### src/rtl/core_exu_result_stage.sv
`default_nettype none
// ============================================================================
// Module      : core_exu_result_stage
// Description : Execute result stage for the rv32 core.
//               - Merges the shift/ALU/MDU enable+data pairs into one result.
//                 Priority is shift > alu > mdu.
//               - Tags the result with rd and write-enable information.
//               - Queues it in a DEPTH-entry skid FIFO toward write-back.
//               Optional macro CORE_EXU_RESULT_FWD_EN adds a combinational
//               forwarding port that exposes the youngest queued writing entry.
// Ports       : clk, rst_n (sync, active-low)
//               in_valid/in_ready, in_rd, in_rd_wen, *_enable/*_data_out : execute side
//               flush                                                   : pipeline flush
//               out_valid/out_ready, out_rd, out_rd_wen, out_data,
//               out_conflict                                            : write-back side
//               fwd_valid, fwd_rd, fwd_data (only with CORE_EXU_RESULT_FWD_EN)
// Revision    : 1.0 - initial release
// ============================================================================
module core_exu_result_stage #(
  parameter int DEPTH = 2,
  parameter int PTR_W = 3
) (
  input  logic        clk,
  input  logic        rst_n,
  input  logic        in_valid,
  output logic        in_ready,
  input  logic [4:0]  in_rd,
  input  logic        in_rd_wen,
  input  logic        shift_enable,
  input  logic [31:0] shift_data_out,
  input  logic        alu_enable,
  input  logic [31:0] alu_data_out,
  input  logic        mdu_enable,
  input  logic [31:0] mdu_data_out,
  input  logic        flush,
  output logic        out_valid,
  input  logic        out_ready,
  output logic [4:0]  out_rd,
  output logic        out_rd_wen,
  output logic [31:0] out_data,
  output logic        out_conflict
`ifdef CORE_EXU_RESULT_FWD_EN
  ,
  output logic        fwd_valid,
  output logic [4:0]  fwd_rd,
  output logic [31:0] fwd_data
`endif
);

  localparam int IDX_W = (DEPTH > 1) ? $clog2(DEPTH) : 1;
  localparam int CW    = PTR_W + 1;

  // FIFO storage
  logic [31:0]      r_data [DEPTH];
  logic [4:0]       r_rd   [DEPTH];
  logic             r_wen  [DEPTH];
  logic             r_conf [DEPTH];

  logic [PTR_W-1:0] r_wr_ptr;
  logic [PTR_W-1:0] r_rd_ptr;
  logic [PTR_W-1:0] r_count;

  // Last popped entry, shown on out_* while the FIFO is empty
  logic [31:0]      r_last_data;
  logic [4:0]       r_last_rd;
  logic             r_last_wen;
  logic             r_last_conf;

  logic [31:0]      w_sel_data;
  logic             w_conflict;
  logic             w_wen;
  logic             w_push;
  logic             w_pop;

  // Result merge
  always_comb begin
    w_sel_data = 32'd0;
    if (shift_enable)    w_sel_data = shift_data_out;
    else if (alu_enable) w_sel_data = alu_data_out;
    else if (mdu_enable) w_sel_data = mdu_data_out;
  end

  assign w_conflict = (shift_enable & alu_enable) | (shift_enable & mdu_enable) |
                      (alu_enable & mdu_enable);
  // x0 is hardwired zero, so it never takes a write
  assign w_wen      = in_rd_wen & (in_rd != 5'd0);

  assign in_ready  = rst_n & (r_count < PTR_W'(DEPTH));
  assign out_valid = (r_count != '0);
  assign w_push    = in_valid & in_ready & ~flush;
  assign w_pop     = out_valid & out_ready & ~flush;

  // Pointer advance with explicit wrap so DEPTH need not be a power of two
  function automatic logic [PTR_W-1:0] ptr_inc(input logic [PTR_W-1:0] p);
    return (p == PTR_W'(DEPTH - 1)) ? '0 : p + PTR_W'(1);
  endfunction

  always_ff @(posedge clk) begin
    if (!rst_n) begin
      r_wr_ptr    <= '0;
      r_rd_ptr    <= '0;
      r_count     <= '0;
      r_last_data <= '0;
      r_last_rd   <= '0;
      r_last_wen  <= 1'b0;
      r_last_conf <= 1'b0;
      for (int i = 0; i < DEPTH; i++) begin
        r_data[i] <= '0;
        r_rd[i]   <= '0;
        r_wen[i]  <= 1'b0;
        r_conf[i] <= 1'b0;
      end
    end else if (flush) begin
      r_wr_ptr <= '0;
      r_rd_ptr <= '0;
      r_count  <= '0;
    end else begin
      if (w_push) begin
        r_data[r_wr_ptr[IDX_W-1:0]] <= w_sel_data;
        r_rd[r_wr_ptr[IDX_W-1:0]]   <= in_rd;
        r_wen[r_wr_ptr[IDX_W-1:0]]  <= w_wen;
        r_conf[r_wr_ptr[IDX_W-1:0]] <= w_conflict;
        r_wr_ptr                    <= ptr_inc(r_wr_ptr);
      end
      if (w_pop) begin
        r_last_data <= r_data[r_rd_ptr[IDX_W-1:0]];
        r_last_rd   <= r_rd[r_rd_ptr[IDX_W-1:0]];
        r_last_wen  <= r_wen[r_rd_ptr[IDX_W-1:0]];
        r_last_conf <= r_conf[r_rd_ptr[IDX_W-1:0]];
        r_rd_ptr    <= ptr_inc(r_rd_ptr);
      end
      case ({w_push, w_pop})
        2'b10:   r_count <= r_count + PTR_W'(1);
        2'b01:   r_count <= r_count - PTR_W'(1);
        default: r_count <= r_count;
      endcase
    end
  end

  // Outputs come only from registered state
  always_comb begin
    out_data     = r_last_data;
    out_rd       = r_last_rd;
    out_rd_wen   = r_last_wen;
    out_conflict = r_last_conf;
    if (out_valid) begin
      out_data     = r_data[r_rd_ptr[IDX_W-1:0]];
      out_rd       = r_rd[r_rd_ptr[IDX_W-1:0]];
      out_rd_wen   = r_wen[r_rd_ptr[IDX_W-1:0]];
      out_conflict = r_conf[r_rd_ptr[IDX_W-1:0]];
    end
  end

`ifdef CORE_EXU_RESULT_FWD_EN
  logic [CW-1:0] w_idx;

  // Walk head to tail; later (younger) writing entries override earlier ones
  always_comb begin
    fwd_valid = 1'b0;
    fwd_rd    = 5'd0;
    fwd_data  = 32'd0;
    w_idx     = '0;
    for (int i = 0; i < DEPTH; i++) begin
      w_idx = {1'b0, r_rd_ptr} + CW'(i);
      if (w_idx >= CW'(DEPTH)) w_idx = w_idx - CW'(DEPTH);
      if ((CW'(i) < {1'b0, r_count}) && r_wen[w_idx[IDX_W-1:0]]) begin
        fwd_valid = 1'b1;
        fwd_rd    = r_rd[w_idx[IDX_W-1:0]];
        fwd_data  = r_data[w_idx[IDX_W-1:0]];
      end
    end
    if (flush || !rst_n) begin
      fwd_valid = 1'b0;
      fwd_rd    = 5'd0;
      fwd_data  = 32'd0;
    end
  end
`endif

endmodule
`default_nettype wire

### config.mk
export PLATFORM = sky130hd
export DESIGN_NAME = core_exu_result_stage
export DESIGN_NICKNAME = d
export VERILOG_FILES = /design/src/rtl/core_exu_result_stage.sv
export SDC_FILE = /design/constraint.sdc
export NUM_CORES = 1
export LEC_CHECK = 0
export BUFFER_PORTS_ARGS = -buffer_cell sky130_fd_sc_hd__buf_2
export CAP_MARGIN = 20
export CORE_ASPECT_RATIO = 2
export CORE_MARGIN = 2
export CORE_UTILIZATION = 40
export DETAILED_ROUTE_END_ITERATION = 16
export PLACE_DENSITY = 0.64
export SLEW_MARGIN = 20
export SYNTH_ARGS = -nofsm -noshare
export SYNTH_HDL_FRONTEND = slang
export SYNTH_SLANG_ARGS = --single-unit
### constraint.sdc
create_clock -name clk -period 3.51 [get_ports clk]
set_input_delay 0.351 -clock clk [delete_from_list [all_inputs] [get_ports clk]]
set_output_delay 0.351 -clock clk [all_outputs]
set_load 0.005 [all_outputs]
==> key figures, run 1 <==
Run status
  • Status: finished, final reports clean

Clock tree
  • # clock sinks: 123
  • TritonCTS buffer count: 17
  • CTS tree: built
  • Number of gates resized after CTS: 0
  • Clock transition at path regs: 0.06 ns
  • CTS H-tree lvls: 4
  • CTS Buffer Depth: 2
  • Hold_buf cts: 0
  • Post-CTS Setup Bufs: 0
  • Root Driver: clkbuf_16
  • Clk Latency, worst-skew pair: 0.41 ns

STA
  • Clk_skew: 0.00738 ns
  • Slew Viols, Final: 0
  • Achievable Freq: 0.374 GHz
  • Slew HR: 0.298
  • Setup TNS: 0 ns
  • Worst-margin pin slew: 1.05 ns
  • Period utilisation layout: 0.761
  • RSZ-0062 raised after global routing: no
  • Min Tclk post-route: 2.67 ns
  • Setup violations, final: 0
  • Final Hold Viols: 0

Synth
  • #FFs+latches synth: 123
  • Synthesized area: 0.00614 sq mm
  • Synth cell types: 35
  • Syn Nets: 720
  • Synth warn: 0
  • Syn Area/Cell: 10.1 sq um
  • Synth Instances: 608
  • Post-synthesis sequential area ratio: 0.522

Global route
  • Global route overflow: 0
  • Initial antenna violation count: 0
  • Largest net degree at the start of global routing: 120
  • Number of global-route vias before repair: 4786
  • First-pass GRT wire length: 23.7 mm
  • GRT Resource Usage Total: 0.182

Pwr
  • Leakage: 3.51 nW
  • PD cells: 483 mW/mm^2
  • VDD IR max: 329 uV

Floorplan
  • Die H: 179 um
  • Initial Util: 0.405
  • Die Area: 0.0164 sq mm
  • Row cnt: 64
  • Die X: 91.6 um
  • I/O pins: 151
  • Core area: 0.0151 sq mm

Layout
  • Share of layout cells above drive strength 1: 0.271
  • Final #Nets: 841
  • Ant. Diodes: 0
  • Final Non-Filler Cells: 940
  • Area Overhead vs Synth: 22.7%
  • FF+latch area: 0.00320 sq mm
  • Layout fillers: 1370
  • Area of the multi-input gates: 0.00255 sq mm
  • Post-layout util: 0.497
  • Most frequent cells in the layout: buf_2, nor2_1, edfxtp_1
  • Commonest non-fill, non-tap cell in the layout: buf_2

Run
  • Max cap viols: 0

Drt
  • Met2 Wirelength: 6.73 mm
  • Initial drt markers: 219
  • Final wirelength: 14.5 mm
  • Top routing layer used: met4
  • Final ANT Viol Nets: 0
  • Vias: 4913
  • Vias/cell: 5.23
  • Pre-antenna DRT Iters: 5
  • Wl on met1: 6.69 mm
  • Met3 WL: 827 um
  • DRC: 0
  • Drt wl/cell: 15.4 um

Placement
  • Placer Congestion: 0.722
  • Final HPWL DP: 9.69 mm
  • Placed insts: 908
  • Port Buffers: 150

Setup path
  • Sequence of cells on the critical path: nor3_4 -> clkinv_2 -> buf_4 -> nor2_1 -> a21oi_1 -> buf_2
  • Crit path largest cell delay: 0.80 ns
  • Worst EP required: 3.16 ns
  • Slowest stage cell on the critical path: buf_4
  • Critical path capture point type: primary output
  • CP Launch Type: flop
  • Kind of critical path: flop to primary output
  • CP top delay family: buffers and inverters
  • Arr. time, crit path: 2.32 ns
  • Worst path bufs/invs: 3
  • Crit-path max FO: 119

Worst hold path
  • Worst hold path class: primary input to flop
[worst min-delay path, cell delays in order]
cell,delay (ns)
buf_2,0.08
inv_1,0.05
nor2_1,0.09
[report_power, final]
group	switching [mW]	internal [mW]
registers	0.0179	1.59
logic	0.195	0.135
clock network	0.640	1.06
total	0.853	2.79
[registers in the layout, summed over array words and instances (netlist names), named ones only]
signal and count:
r_last_rd 5, r_rd 10, r_count 3, r_conf 2
r_last_conf 1, r_rd_ptr 1, r_wr_ptr 1, r_last_wen 1
r_data 64, r_wen 2, r_last_data 32
[final timing paths]
path                   start           to  slack [ns]  cells past startpoint
setup / recovery  r_count[2]  out_data[7]        0.84                      6
hold / removal      in_rd[2]   r_rd[0][2]        0.27                      3
setup reg to reg  r_count[2]   r_count[2]        1.41                     10
hold reg to reg     r_wen[1]     r_wen[1]        0.47                      2
[area by class of cell]
type | count | share of cell area
multi-input combinational | 397 | 0.339
clock inverter | 14 | 0.0196
clock buffer | 18 | 0.0583
tap | 198 | 0.0329
timing repair buffer | 159 | 0.109
inverter | 31 | 0.0156
sequential | 123 | 0.426
[metal layers]
layer,global-route usage,vias up
met2,0.294,172
li1,-,2438
met5,0,-
met1,0.242,2285
met4,0.0574,0
met3,0.0420,18
[Yosys cell counts]
library cell,instances,area (sq um)
nand3b_1,20,150
inv_1,29,109
mux2i_1,43,430
o211a_1,39,390
nor3b_4,1,18.8
o21a_1,1,7.51
ha_1,1,12.5
or3_2,1,7.51
nor3_1,24,120
dfxtp_1,49,981
nor2_1,93,349
nand3b_2,1,11.3
nor2b_1,15,93.8
nand2_1,9,33.8
nor3_4,1,16.3
nand2b_1,2,12.5
clkbuf_1,27,101
edfxtp_1,74,2220
xor2_1,2,17.5
buf_4,4,30.0
a221oi_1,11,96.3
nand3_1,40,200
nand3_2,1,10.0
buf_6,3,33.8
a21oi_1,63,315
or4_1,1,7.51
inv_2,2,7.51
buf_2,20,100
fa_1,1,20.0
xnor2_1,1,8.76
buf_1,3,11.3
a21o_1,1,7.51
o21ai_0,4,20.0
nor3b_1,1,7.51
a22o_1,20,175
[through the flow]
stage | worst slack [ns] | power (mW) | hold WS (ns) | cell area [sq um]
finish | 0.839 | 3.64 | 0.274 | 7530
global route | 0.661 | 3.78 | 0.276 | 7530
CTS | 0.820 | 3.67 | 0.266 | 7530
detailed placement | 1.26 | 1.97 | 0.470 | 6940
global placement | 1.34 | 1.96 | 0.458 | 6940
floorplan | 1.25 | 1.83 | 0.447 | 6140
[cells by family (layout without fill, tap and decap cells)]
kind of cell               after synthesis  count (layout)  synth area share
adders and majority gates                2               2           0.00530
muxes                                   43              43            0.0701
buffers and inverters                   88             222            0.0640
AOI/OAI and AO/OA                      139             139             0.165
and+or+nand+nor                        210             210             0.169
DFF                                    123             123             0.522
xor gates and xnor gates                 3               3           0.00428
No activity file was read; power rests on OpenSTA's default activity.
==> run 2: changes to the inputs <==
--- a/config.mk
+++ b/config.mk
@@ -11,7 +11,7 @@
 export CORE_MARGIN = 2
 export CORE_UTILIZATION = 40
 export DETAILED_ROUTE_END_ITERATION = 16
-export PLACE_DENSITY = 0.64
+export PLACE_DENSITY = 0.66
 export SLEW_MARGIN = 20
 export SYNTH_ARGS = -nofsm -noshare
 export SYNTH_HDL_FRONTEND = slang
==> constraint.sdc (replaced) <==
create_clock -name clk -period 2.39 [get_ports clk]
set_input_delay 0.239 -clock clk [delete_from_list [all_inputs] [get_ports clk]]
set_output_delay 0.239 -clock clk [all_outputs]
set_load 0.005 [all_outputs]
==> run 2 against run 1 <==
  * Clock power rose by 46%
  * Clock-buffer cell count rose by 4
  * Non-clock buffer count rose by 2
  * Global-route usage fell by 0.62 points
  * Worst hold slack got worse by 0.098 ns
  * Critical path type is now flop to flop
  * Largest cell class unchanged
==> key figures, run 2 (synthesized netlist as in run 1, its figures left out) <==
Setup path
  • CP Launch Type: flop
  • Critical path capture point type: flop
  • Reg2reg path depth: 10
  • Kind of critical path: flop to flop
  • Worst R2R End: r_count[2]
  • Arr. time, crit path: 2.50 ns
  • Crit-path max FO: 5
  • R2R Setup Slk: 0.22 ns
  • Reg2reg start: r_count[2]
  • Worst EP required: 2.72 ns

Layout
  • Commonest non-fill, non-tap cell in the layout: buf_2
  • Top reg by flops: r_data
  • Biggest regs: r_data: 64 flops, r_last_data: 32 flops, r_rd: 10 flops
  • FF+latch area: 0.00320 sq mm
  • Final #Nets: 843
  • Layout fillers: 1370
  • Final Non-Filler Cells: 941
  • Share of layout cells above drive strength 1: 0.264
  • Ant. Diodes: 0
  • Final Cell Area: 0.00756 sq mm
  • Area Overhead vs Synth: 23.3%
  • Most frequent cells in the layout: buf_2, nor2_1, edfxtp_1
  • Area of the multi-input gates: 0.00255 sq mm
  • Max FFs per register: 64

STA
  • Setup violations, final: 0
  • Min Tclk post-route: 2.17 ns
  • Worst-margin pin slew: 0.896 ns
  • Slew HR: 0.402
  • Achievable Freq: 0.461 GHz
  • Final Hold Viols: 0
  • Setup TNS: 0 ns
  • Setup ws final: 0.220 ns
  • Slew Viols, Final: 0
  • Period utilisation layout: 0.908
  • Clk_skew: 0.00993 ns
  • RSZ-0062 raised after global routing: no

Drt
  • Final wirelength: 14.3 mm
  • Final ANT Viol Nets: 0
  • Initial drt markers: 244
  • Vias: 4902
  • Vias/cell: 5.21
  • Drt wl/cell: 15.2 um
  • DRC: 0
  • Pre-antenna DRT Iters: 4

Worst hold path
  • WHS Endpoint: r_rd[0][0]
  • Worst hold path class: primary input to flop
  • Hold Crit Depth: 3
  • Hold_sp: in_rd[0]

Run
  • Max cap viols: 0

Floorplan
  • Die Area: 0.0164 sq mm
  • Die X: 91.6 um
  • Die H: 179 um
  • I/O pins: 151
  • Core area: 0.0151 sq mm
  • Row cnt: 64
  • Initial Util: 0.405

Placement
  • Placed insts: 910
  • Port Buffers: 150
  • Final HPWL DP: 9.61 mm
  • Dpl cell area: 0.00699 sq mm
  • Pre-CTS WS: 0.234 ns
  • Placer Congestion: 0.756

Clock tree
  • Post-CTS Setup Bufs: 0
  • CTS Buffer Depth: 2
  • Clk Latency, worst-skew pair: 0.40 ns
  • Clock transition at path regs: 0.05 ns
  • CTS H-tree lvls: 4
  • Root Driver: clkbuf_16
  • Hold_buf cts: 0
  • Number of gates resized after CTS: 0
  • # clock sinks: 123
  • TritonCTS buffer count: 17
  • CTS tree: built

Global route
  • First-pass GRT wire length: 22.7 mm
  • Largest net degree at the start of global routing: 120
  • Number of global-route vias before repair: 4545
  • Initial antenna violation count: 0
  • Global route overflow: 0
  • GRT Resource Usage Total: 0.176

Pwr
  • VDD IR max: 453 uV
  • Leakage: 3.54 nW
  • PD cells: 706 mW/mm^2
  • Power Total: 5.34 mW

Run status
  • Status: finished, final reports clean
[run 2: power breakdown]
group          switching (mW)  internal [mW]  leakage (nW)
clock network           0.840           1.65         0.281
logic                   0.289          0.205          2.09
registers              0.0236           2.33          1.17
[run 2: worst max-delay path, stage by stage, from the launching register on]
cell and delay [ns]:
dfxtp_1 0.48, nor3_4 0.09, clkinv_2 0.08, nand2_1 0.06, inv_2 0.05, ha_1 0.17, inv_1 0.06, fa_1 0.37
xor2_1 0.16, or3_2 0.41, a21oi_1 0.16
[run 2: final cells by class]
class,instances,area share
clock buffers,22,0.0600
clock inverters,9,0.0160
inverters,31,0.0156
multi-input cells,397,0.337
flip-flops and latches,123,0.424
well taps,198,0.0328
repair buffers,161,0.115
[run 2: how the worst max path moves through the flow]
stage / from / end / slack [ns] / cells after the start
after global routing: r_count[2] / r_count[2] / 0.10 / 10
after CTS: r_count[2] / r_count[2] / 0.21 / 10
after floorplan: r_count[2] / r_data[0][0] / 0.19 / 4
final: r_count[2] / r_count[2] / 0.22 / 10
after global placement: r_count[2] / r_count[2] / 0.34 / 10
after detailed placement: r_count[2] / r_count[2] / 0.23 / 10
[run 2: stage by stage]
stage / hold WS [ns] / utilization
final: 0.176 / 0.500
after global routing: 0.158 / 0.500
after CTS: 0.149 / 0.500
after detailed placement: 0.464 / 0.462
after global placement: 0.457 / 0.462
after floorplan: 0.433 / -
[run 2: layer usage]
| layer | global-route usage | up-vias | wire [um] |
|---|---|---|---|
| li1 | - | 2440 | - |
| met1 | 0.233 | 2284 | 6600 |
| met2 | 0.283 | 166 | 6750 |
| met3 | 0.0383 | 12 | 758 |
| met4 | 0.0619 | 0 | 165 |
| met5 | 0 | - | 0 |
